`src/rtl/wb_master_bridge.sv`:
```
// Single-outstanding Wishbone classic initiator driven by a valid/ready command stream.
// Each command becomes one Wishbone cycle; a response carries read data or a timeout flag.
module wb_master_bridge #(
  parameter int ADDR_W  = 32,
  parameter int DATA_W  = 32,
  parameter int TIMEOUT = 255
) (
  input  logic                wb_clk_i,
  input  logic                wb_rst_i,
  input  logic                cmd_valid_i,
  output logic                cmd_ready_o,
  input  logic                cmd_we_i,
  input  logic [ADDR_W-1:0]   cmd_adr_i,
  input  logic [DATA_W-1:0]   cmd_dat_i,
  input  logic [DATA_W/8-1:0] cmd_sel_i,
  output logic                rsp_valid_o,
  input  logic                rsp_ready_i,
  output logic [DATA_W-1:0]   rsp_dat_o,
  output logic                rsp_err_o,
  output logic                wbm_cyc_o,
  output logic                wbm_stb_o,
  output logic                wbm_we_o,
  output logic [DATA_W/8-1:0] wbm_sel_o,
  output logic [ADDR_W-1:0]   wbm_adr_o,
  output logic [DATA_W-1:0]   wbm_dat_o,
  input  logic                wbm_ack_i,
  input  logic [DATA_W-1:0]   wbm_dat_i,
  output logic                busy_o
);

  localparam int SEL_W = DATA_W / 8;
  localparam logic [15:0] CNT_LAST = 16'(TIMEOUT - 1);

  typedef enum logic [1:0] {IDLE, BUS, RESP} state_t;

  state_t              state_q, state_d;
  logic                cyc_q, cyc_d;
  logic                we_q, we_d;
  logic [SEL_W-1:0]    sel_q, sel_d;
  logic [ADDR_W-1:0]   adr_q, adr_d;
  logic [DATA_W-1:0]   dat_q, dat_d;
  logic                rsp_valid_q, rsp_valid_d;
  logic [DATA_W-1:0]   rsp_dat_q, rsp_dat_d;
  logic                rsp_err_q, rsp_err_d;
  logic [15:0]         cnt_q, cnt_d;

  always_comb begin
    state_d     = state_q;
    cyc_d       = cyc_q;
    we_d        = we_q;
    sel_d       = sel_q;
    adr_d       = adr_q;
    dat_d       = dat_q;
    rsp_valid_d = rsp_valid_q;
    rsp_dat_d   = rsp_dat_q;
    rsp_err_d   = rsp_err_q;
    cnt_d       = cnt_q;
    case (state_q)
      IDLE: begin
        if (cmd_valid_i) begin
          we_d    = cmd_we_i;
          sel_d   = cmd_sel_i;
          adr_d   = cmd_adr_i;
          dat_d   = cmd_dat_i;
          cyc_d   = 1'b1;
          cnt_d   = '0;
          state_d = BUS;
        end
      end
      BUS: begin
        // An ack on the final allowed cycle takes priority over the timeout.
        if (wbm_ack_i) begin
          cyc_d       = 1'b0;
          rsp_dat_d   = we_q ? '0 : wbm_dat_i;
          rsp_err_d   = 1'b0;
          rsp_valid_d = 1'b1;
          state_d     = RESP;
        end else if (cnt_q == CNT_LAST) begin
          cyc_d       = 1'b0;
          rsp_dat_d   = '0;
          rsp_err_d   = 1'b1;
          rsp_valid_d = 1'b1;
          state_d     = RESP;
        end else begin
          cnt_d = cnt_q + 16'd1;
        end
      end
      RESP: begin
        if (rsp_ready_i) begin
          rsp_valid_d = 1'b0;
          rsp_dat_d   = '0;
          rsp_err_d   = 1'b0;
          state_d     = IDLE;
        end
      end
      default: begin
        cyc_d   = 1'b0;
        state_d = IDLE;
      end
    endcase
  end

  always_ff @(posedge wb_clk_i) begin
    if (wb_rst_i) begin
      state_q     <= IDLE;
      cyc_q       <= 1'b0;
      we_q        <= 1'b0;
      sel_q       <= '0;
      adr_q       <= '0;
      dat_q       <= '0;
      rsp_valid_q <= 1'b0;
      rsp_dat_q   <= '0;
      rsp_err_q   <= 1'b0;
      cnt_q       <= '0;
    end else begin
      state_q     <= state_d;
      cyc_q       <= cyc_d;
      we_q        <= we_d;
      sel_q       <= sel_d;
      adr_q       <= adr_d;
      dat_q       <= dat_d;
      rsp_valid_q <= rsp_valid_d;
      rsp_dat_q   <= rsp_dat_d;
      rsp_err_q   <= rsp_err_d;
      cnt_q       <= cnt_d;
    end
  end

  assign cmd_ready_o = (state_q == IDLE);
  assign busy_o      = (state_q != IDLE);
  assign wbm_cyc_o   = cyc_q;
  assign wbm_stb_o   = cyc_q;
  assign wbm_we_o    = we_q;
  assign wbm_sel_o   = sel_q;
  assign wbm_adr_o   = adr_q;
  assign wbm_dat_o   = dat_q;
  assign rsp_valid_o = rsp_valid_q;
  assign rsp_dat_o   = rsp_dat_q;
  assign rsp_err_o   = rsp_err_q;

endmodule

```
`config.mk`:
```
export PLATFORM = sky130hd
export DESIGN_NAME = wb_master_bridge
export DESIGN_NICKNAME = d
export VERILOG_FILES = /design/src/rtl/wb_master_bridge.sv
export SDC_FILE = /design/constraint.sdc
export NUM_CORES = 1
export LEC_CHECK = 0
export ABC_AREA = 1
export CAP_MARGIN = 30
export CORE_ASPECT_RATIO = 0.9
export CORE_UTILIZATION = 45
export DETAILED_ROUTE_END_ITERATION = 6
export HOLD_SLACK_MARGIN = 0.03
export PLACE_DENSITY = 0.91
export SETUP_SLACK_MARGIN = 0.1
export SLEW_MARGIN = 20
export SYNTH_ARGS = -nofsm -noshare
export SYNTH_HDL_FRONTEND = slang
export SYNTH_SLANG_ARGS = --single-unit
```
`constraint.sdc`:
```
create_clock -name wb_clk_i -period 2.7 [get_ports wb_clk_i]
set_input_delay 0.675 -clock wb_clk_i [delete_from_list [all_inputs] [get_ports wb_clk_i]]
set_output_delay 0.675 -clock wb_clk_i [all_outputs]
set_load 0.01 [all_outputs]
```
==> flow_summary.yaml, run 1 <==
power_and_ir_drop:
  ir_drop_v: 0.000622
  internal_power_mw: 3.68
  p_comb_share_pct: 17.2
  leakage_nw: 2.94
  p_per_area_nw_per_um2: 664
  seqPwrFrac_pct: 40.0
  swShare_pct: 26.4
  p_sw_mw: 1.32
  clkPwrFrac_pct: 42.8
timing:
  maxSlewHeadroom_pct: 69.8
  fin_worst_skew_ns: 0.0103
  setup_tns_ns: 0
  fin_crit_ns: 2.29
  setup_viol: 0
  timing.fmax_mhz: 437
  period_share_pct: 84.7
  drv_slew: 0
  rsz0062_at_grt: "no"
  tightest_slew_ns: 0.453
  hold_viol: 0
placement:
  gp_congestion: 0.902
  dp_hpwl_um: 9800
  numPortBuffers: 212
yosys:
  synth_nets: 761
  synth-async-reset-ratio_pct: 0
  synth_area_um2: 4740
  synth.area.top_cells: "dfxtp_1 51%, nor2_1 14%, nand2_1 10%"
  synth_cells: 653
  synth_edf_count: 0
  synth_top_cell_area_share_pct: 51.5
  yosysTopAreaCell: "dfxtp_1"
  ys.warnings.count: 0
  synth_seq_cells: 122
  seq_area_frac_synth_pct: 51.5
  synth_cell_types: 25
  postSynthAreaPerCell_um2: 7.27
  synth-main-ff-cell: "dfxtp_1"
final_layout:
  fin_nets: 968
  drive_gt1_share_pct: 6.87
  fin_util_pct: 73.4
  fillCellCount: 710
  layout_commonest_cell: "clkdlybuf4s50_1"
  syn2layout_area_growth_pct: 58.5
  most-common-layout-cells: "212 x clkdlybuf4s50_1, 170 x nor2_1, 131 x nand2_1, 122 x dfxtp_1, 75 x o21ai_0"
  antenna_cells: 0
cts:
  hold_buffers: 0
  cts_max_level: 4
  post_cts_resized: 0
  cts_tree: "done"
  path_clk_slew_ns: 0.06
  cts-root-buf: "clkbuf_16"
  clkLatencyLatePin_ns: 0.41
  cts_buffers: 17
  clockBufferDepth: 2
  numClockSinks: 122
  cts_setup_buffers: 0
routing:
  wirelength_um: 14400
  wl_per_cell_um: 14.4
  num_vias: 5056
  dr.pass1.iters: 7
  drt_iter0_markers: 338
  ant_nets: 0
  vias_per_cell: 5.05
  drc: 1
grt:
  grt_pass1_vias: 4907
  grt_first_pass_wirelength_um: 22800
  antenna_found_initial: 0
  grt_max_degree: 56
  grt.overflow.total: 0
  track_usage_pct: 27.0
worst_setup_path:
  worst-path-max-fanout: 5
  cp-end-kind: "output port"
  r2r_end: "cnt_q[14]"
  critPathArrivalTime_ns: 1.61
  setup.worst_path.start: "state_q[1]"
  worstSetupPathType: "reg2out"
  crit_slowest_cell: "clkdlybuf4s50_1"
  crit_required_ns: 2.03
  slowest_delay_ns: 0.58
  regToRegStartpoint: "cnt_q[1]"
  path_cells: "nor2_2 -> clkdlybuf4s50_1"
  start_kind: "flop"
  r2r_setup_slack_ns: 0.80
  reg2reg_depth: 10
worst_hold_path:
  min_path_cells: 2
  min_from: "rsp_dat_o[8]"
  hold_end: "rsp_dat_o[8]"
  min_path_type: "reg2reg"
floorplanning:
  die_x_um: 110
  fp-row-count: 35
  ios: 213
  dieArea_um2: 11000
  coreArea_um2: 10200
  die_y_um: 99.4
  start_util_pct: 46.3
run_status:
  violations: "design-rule violations"
  status: "complete, but fails checks"
job:
  drv_cap: 0
-- power by group through the flow --
stage          combinational (mW)  sequential, mW  clock, mW
6_report                    0.860            2.00       2.14
5_1_grt                     0.935            2.01       2.24
4_1_cts                     0.863            2.00       2.15
3_5_place_dp                0.849            2.03          0
3_3_place_gp                0.834            2.03          0
2_1_floorplan               0.309            2.09          0
-- sequential cells by signal, summed over array words and instances (netlist names) --
register and count:
wbm_adr_o 32, wbm_we_o 1, rsp_dat_o 32, cnt_q 16, rsp_valid_o 1, state_q 2
rsp_err_o 1, wbm_cyc_o 1, wbm_sel_o 4, wbm_dat_o 32
-- worst max path at each step --
stage / end / slack (ns)
final: cmd_ready_o / 0.41
after floorplan: wbm_dat_o[24] / 1.17
after global placement: rsp_dat_o[10] / 0.53
after CTS: cmd_ready_o / 0.40
after detailed placement: rsp_dat_o[5] / 0.41
after global routing: cmd_ready_o / 0.36
-- synthesized netlist by cell type, types with 2 or more instances --
cell type	count
nor3_1	3
nand2_4	3
inv_1	24
dfxtp_1	122
a21oi_1	45
nand4_1	3
nand2_1	131
nor2_2	3
clkbuf_1	18
o21bai_1	2
nand3_1	18
buf_4	4
buf_2	13
nand2_2	3
o21ai_0	75
buf_6	2
inv_2	5
nor2_1	171
ha_1	2
-- logic make-up after synthesis --
group | count (synthesis) | share of synthesized area (%)
AOI/OAI and AO/OA | 124 | 13.2
xor gates and xnor gates | 1 | 0.185
adders and majority gates | 2 | 0.527
buffers and inverters | 67 | 6.28
DFF | 122 | 51.5
and+or+nand+nor | 337 | 28.3
-- metal layers --
layer | vias to the layer above | share of wire, % | global-route usage, %
met2 | 196 | 52 | 46.9
met3 | 43 | 7.8 | 10.4
li1 | 2481 | - | -
met5 | - | 0 | 0
met1 | 2336 | 37 | 28.9
met4 | 0 | 3.4 | 11.6
-- critical path, delay by kind of cell (launching register included) --
kind	cells	cell delay, ns
buffers and inverters	1	0.58
and+or+nand+nor	1	0.26
DFF	1	0.36
-- layout make-up --
class                      instances  area (µm²)  share of cell area [%]
multi-input combinational        464        2010                    26.7
inverter                          30         113                    1.50
tap                              129         161                    2.15
clock buffer                      19         443                    5.89
clock inverter                    13         120                    1.60
timing repair buffer             225        2230                    29.7
sequential                       122        2440                    32.5
-- per-stage QoR --
step | instances | setup WS, ns | area (µm²) | power (mW) | hold slack [ns]
finish | 1002 | 0.414 | 7520 | 4.99 | 0.457
global placement | 970 | 0.527 | 6960 | 2.86 | 0.445
floorplan | 653 | 1.17 | 4740 | 2.40 | 0.450
CTS | 1002 | 0.404 | 7520 | 5.01 | 0.458
detailed placement | 970 | 0.412 | 6960 | 2.88 | 0.450
global route | 1002 | 0.358 | 7520 | 5.19 | 0.468
(Power assumes the default switching activity.)
==> inputs of run 2 (changes only) <==
CORE_UTILIZATION = 42   (was 45)
PLACE_DENSITY = 0.86   (was 0.91)
clock period = 2.4 ns   (was 2.7 ns; I/O delays follow)
==> flow_summary.yaml, run 2 (synthesis gave the netlist of run 1 again) <==
placement:
  numPortBuffers: 212
  gp_congestion: 0.904
  place_inst: 990
  dp_hpwl_um: 9500
  placed_area_um2: 7010
floorplanning:
  fp-row-count: 36
  coreArea_um2: 10900
  ios: 213
  die_x_um: 114
  die_y_um: 103
  dieArea_um2: 11700
  start_util_pct: 43.5
timing:
  fin_crit_ns: 2.20
  timing.fmax_mhz: 455
  tightest_slew_ns: 0.384
  rsz0062_at_grt: "no"
  setup_tns_ns: 0
  maxSlewHeadroom_pct: 74.4
  drv_slew: 0
  hold_viol: 0
  fin_worst_skew_ns: 0.00802
  setup_viol: 0
  period_share_pct: 91.6
run_status:
  status: "finished clean"
routing:
  wl_per_cell_um: 13.3
  drc: 0
  dr.pass1.iters: 5
  vias_per_cell: 4.74
  num_vias: 4848
  wirelength_um: 13500
  ant_nets: 0
  drt_iter0_markers: 213
power_and_ir_drop:
  leakage_nw: 2.94
  swShare_pct: 25.4
  ir_drop_v: 0.000642
  internal_power_mw: 4.16
  seqPwrFrac_pct: 40.2
  p_comb_share_pct: 17.3
  p_sw_mw: 1.42
  p_per_area_nw_per_um2: 737
  clkPwrFrac_pct: 42.5
grt:
  antenna_found_initial: 0
  grt_max_degree: 43
  grt.overflow.total: 0
  grt_first_pass_wirelength_um: 21400
  grt_pass1_vias: 4506
  track_usage_pct: 23.4
cts:
  hold_buffers: 0
  clockBufferDepth: 2
  post_cts_resized: 0
  cts-root-buf: "clkbuf_16"
  path_clk_slew_ns: 0.05
  cts_buffers: 17
  cts_tree: "done"
  numClockSinks: 122
  cts_setup_buffers: 0
  clkLatencyLatePin_ns: 0.41
  cts_max_level: 4
job:
  drv_cap: 0
final_layout:
  syn2layout_area_growth_pct: 59.5
  most-common-layout-cells: "212 x clkdlybuf4s50_1, 170 x nor2_1, 131 x nand2_1, 122 x dfxtp_1, 75 x o21ai_0"
  drive_gt1_share_pct: 6.44
  fin_nets: 965
  layout_commonest_cell: "clkdlybuf4s50_1"
  multiInputGateArea_um2: 2010
  fillCellCount: 895
  design_area_um2: 7570
  final_cells: 1022
  antenna_cells: 0
  regArea_um2: 2440
worst_hold_path:
  min_path_type: "reg2reg"
worst_setup_path:
  crit_buf_inv: 1
  critical_path.top_delay_family: "buffers and inverters"
  cp-end-kind: "output port"
  path_cells: "nor2_2 -> clkdlybuf4s50_1"
  crit_slowest_cell: "clkdlybuf4s50_1"
  critPathArrivalTime_ns: 1.60
  worst-path-max-fanout: 5
  start_kind: "flop"
  worstSetupPathType: "reg2out"
  r2r_setup_slack_ns: 0.70
  crit_required_ns: 1.80
  slowest_delay_ns: 0.59
==> run 2: changes by cell type in the layout (fill, tap and decap cells not counted), sizes merged <==
cell	before	now
buf	13	10
clkbuf	19	21
clkinv	6	7
clkinvlp	5	4
inv	31	29
==> run 2: worst paths after layout <==
| kind | start | endpoint | cells after the start |
|---|---|---|---|
| setup / recovery | state_q[1] | cmd_ready_o | 2 |
| hold / removal | rsp_dat_o[5] | rsp_dat_o[5] | 2 |
| setup reg to reg | cnt_q[0] | cnt_q[14] | 10 |
| hold reg to reg | rsp_dat_o[5] | rsp_dat_o[5] | 2 |
==> run 2: through the flow <==
step	hold slack (ns)	setup slack, ns	total power [mW]	utilization, %
2_1_floorplan	0.450	0.943	2.70	-
3_3_place_gp	0.447	0.416	3.24	64.3
3_5_place_dp	0.452	0.340	3.25	64.3
4_1_cts	0.460	0.192	5.63	69.4
5_1_grt	0.474	0.130	5.83	69.4
6_report	0.458	0.201	5.58	69.4
==> run 2: routing by layer <==
layer | GRT usage, % | vias to the layer above | wire length (µm)
met3 | 10.2 | 28 | 1130
met5 | 0 | - | 0
met2 | 37.9 | 164 | 6420
li1 | - | 2476 | -
met1 | 26.8 | 2180 | 5600
met4 | 11.2 | 0 | 401
==> run 2: cell type report <==
type                            instances  area share [%]
Inverter                               30            1.49
Tap cell                              152            2.51
Timing Repair Buffer                  222            29.9
Clock inverter                         11            1.29
Sequential cell                       122            32.3
Multi-Input combinational cell        464            26.5
Clock buffer                           21            6.08
==> run 2: worst register-to-register path: stages, from the launching register on <==
cell	delay, ns
dfxtp_1	0.37
ha_1	0.21
nand2_1	0.09
nor2_1	0.31
nand2_1	0.14
nor2_2	0.11
nand2_1	0.06
nor2_1	0.15
nand2_1	0.07
nand2_1	0.05
nor2_1	0.05
==> run 2: power by group through the flow <==
stage	clock (mW)	sequential [mW]	combinational (mW)
floorplan	0	2.35	0.347
global placement	0	2.28	0.954
detailed placement	0	2.29	0.964
CTS	2.41	2.24	0.973
global route	2.51	2.26	1.05
finish	2.37	2.24	0.966
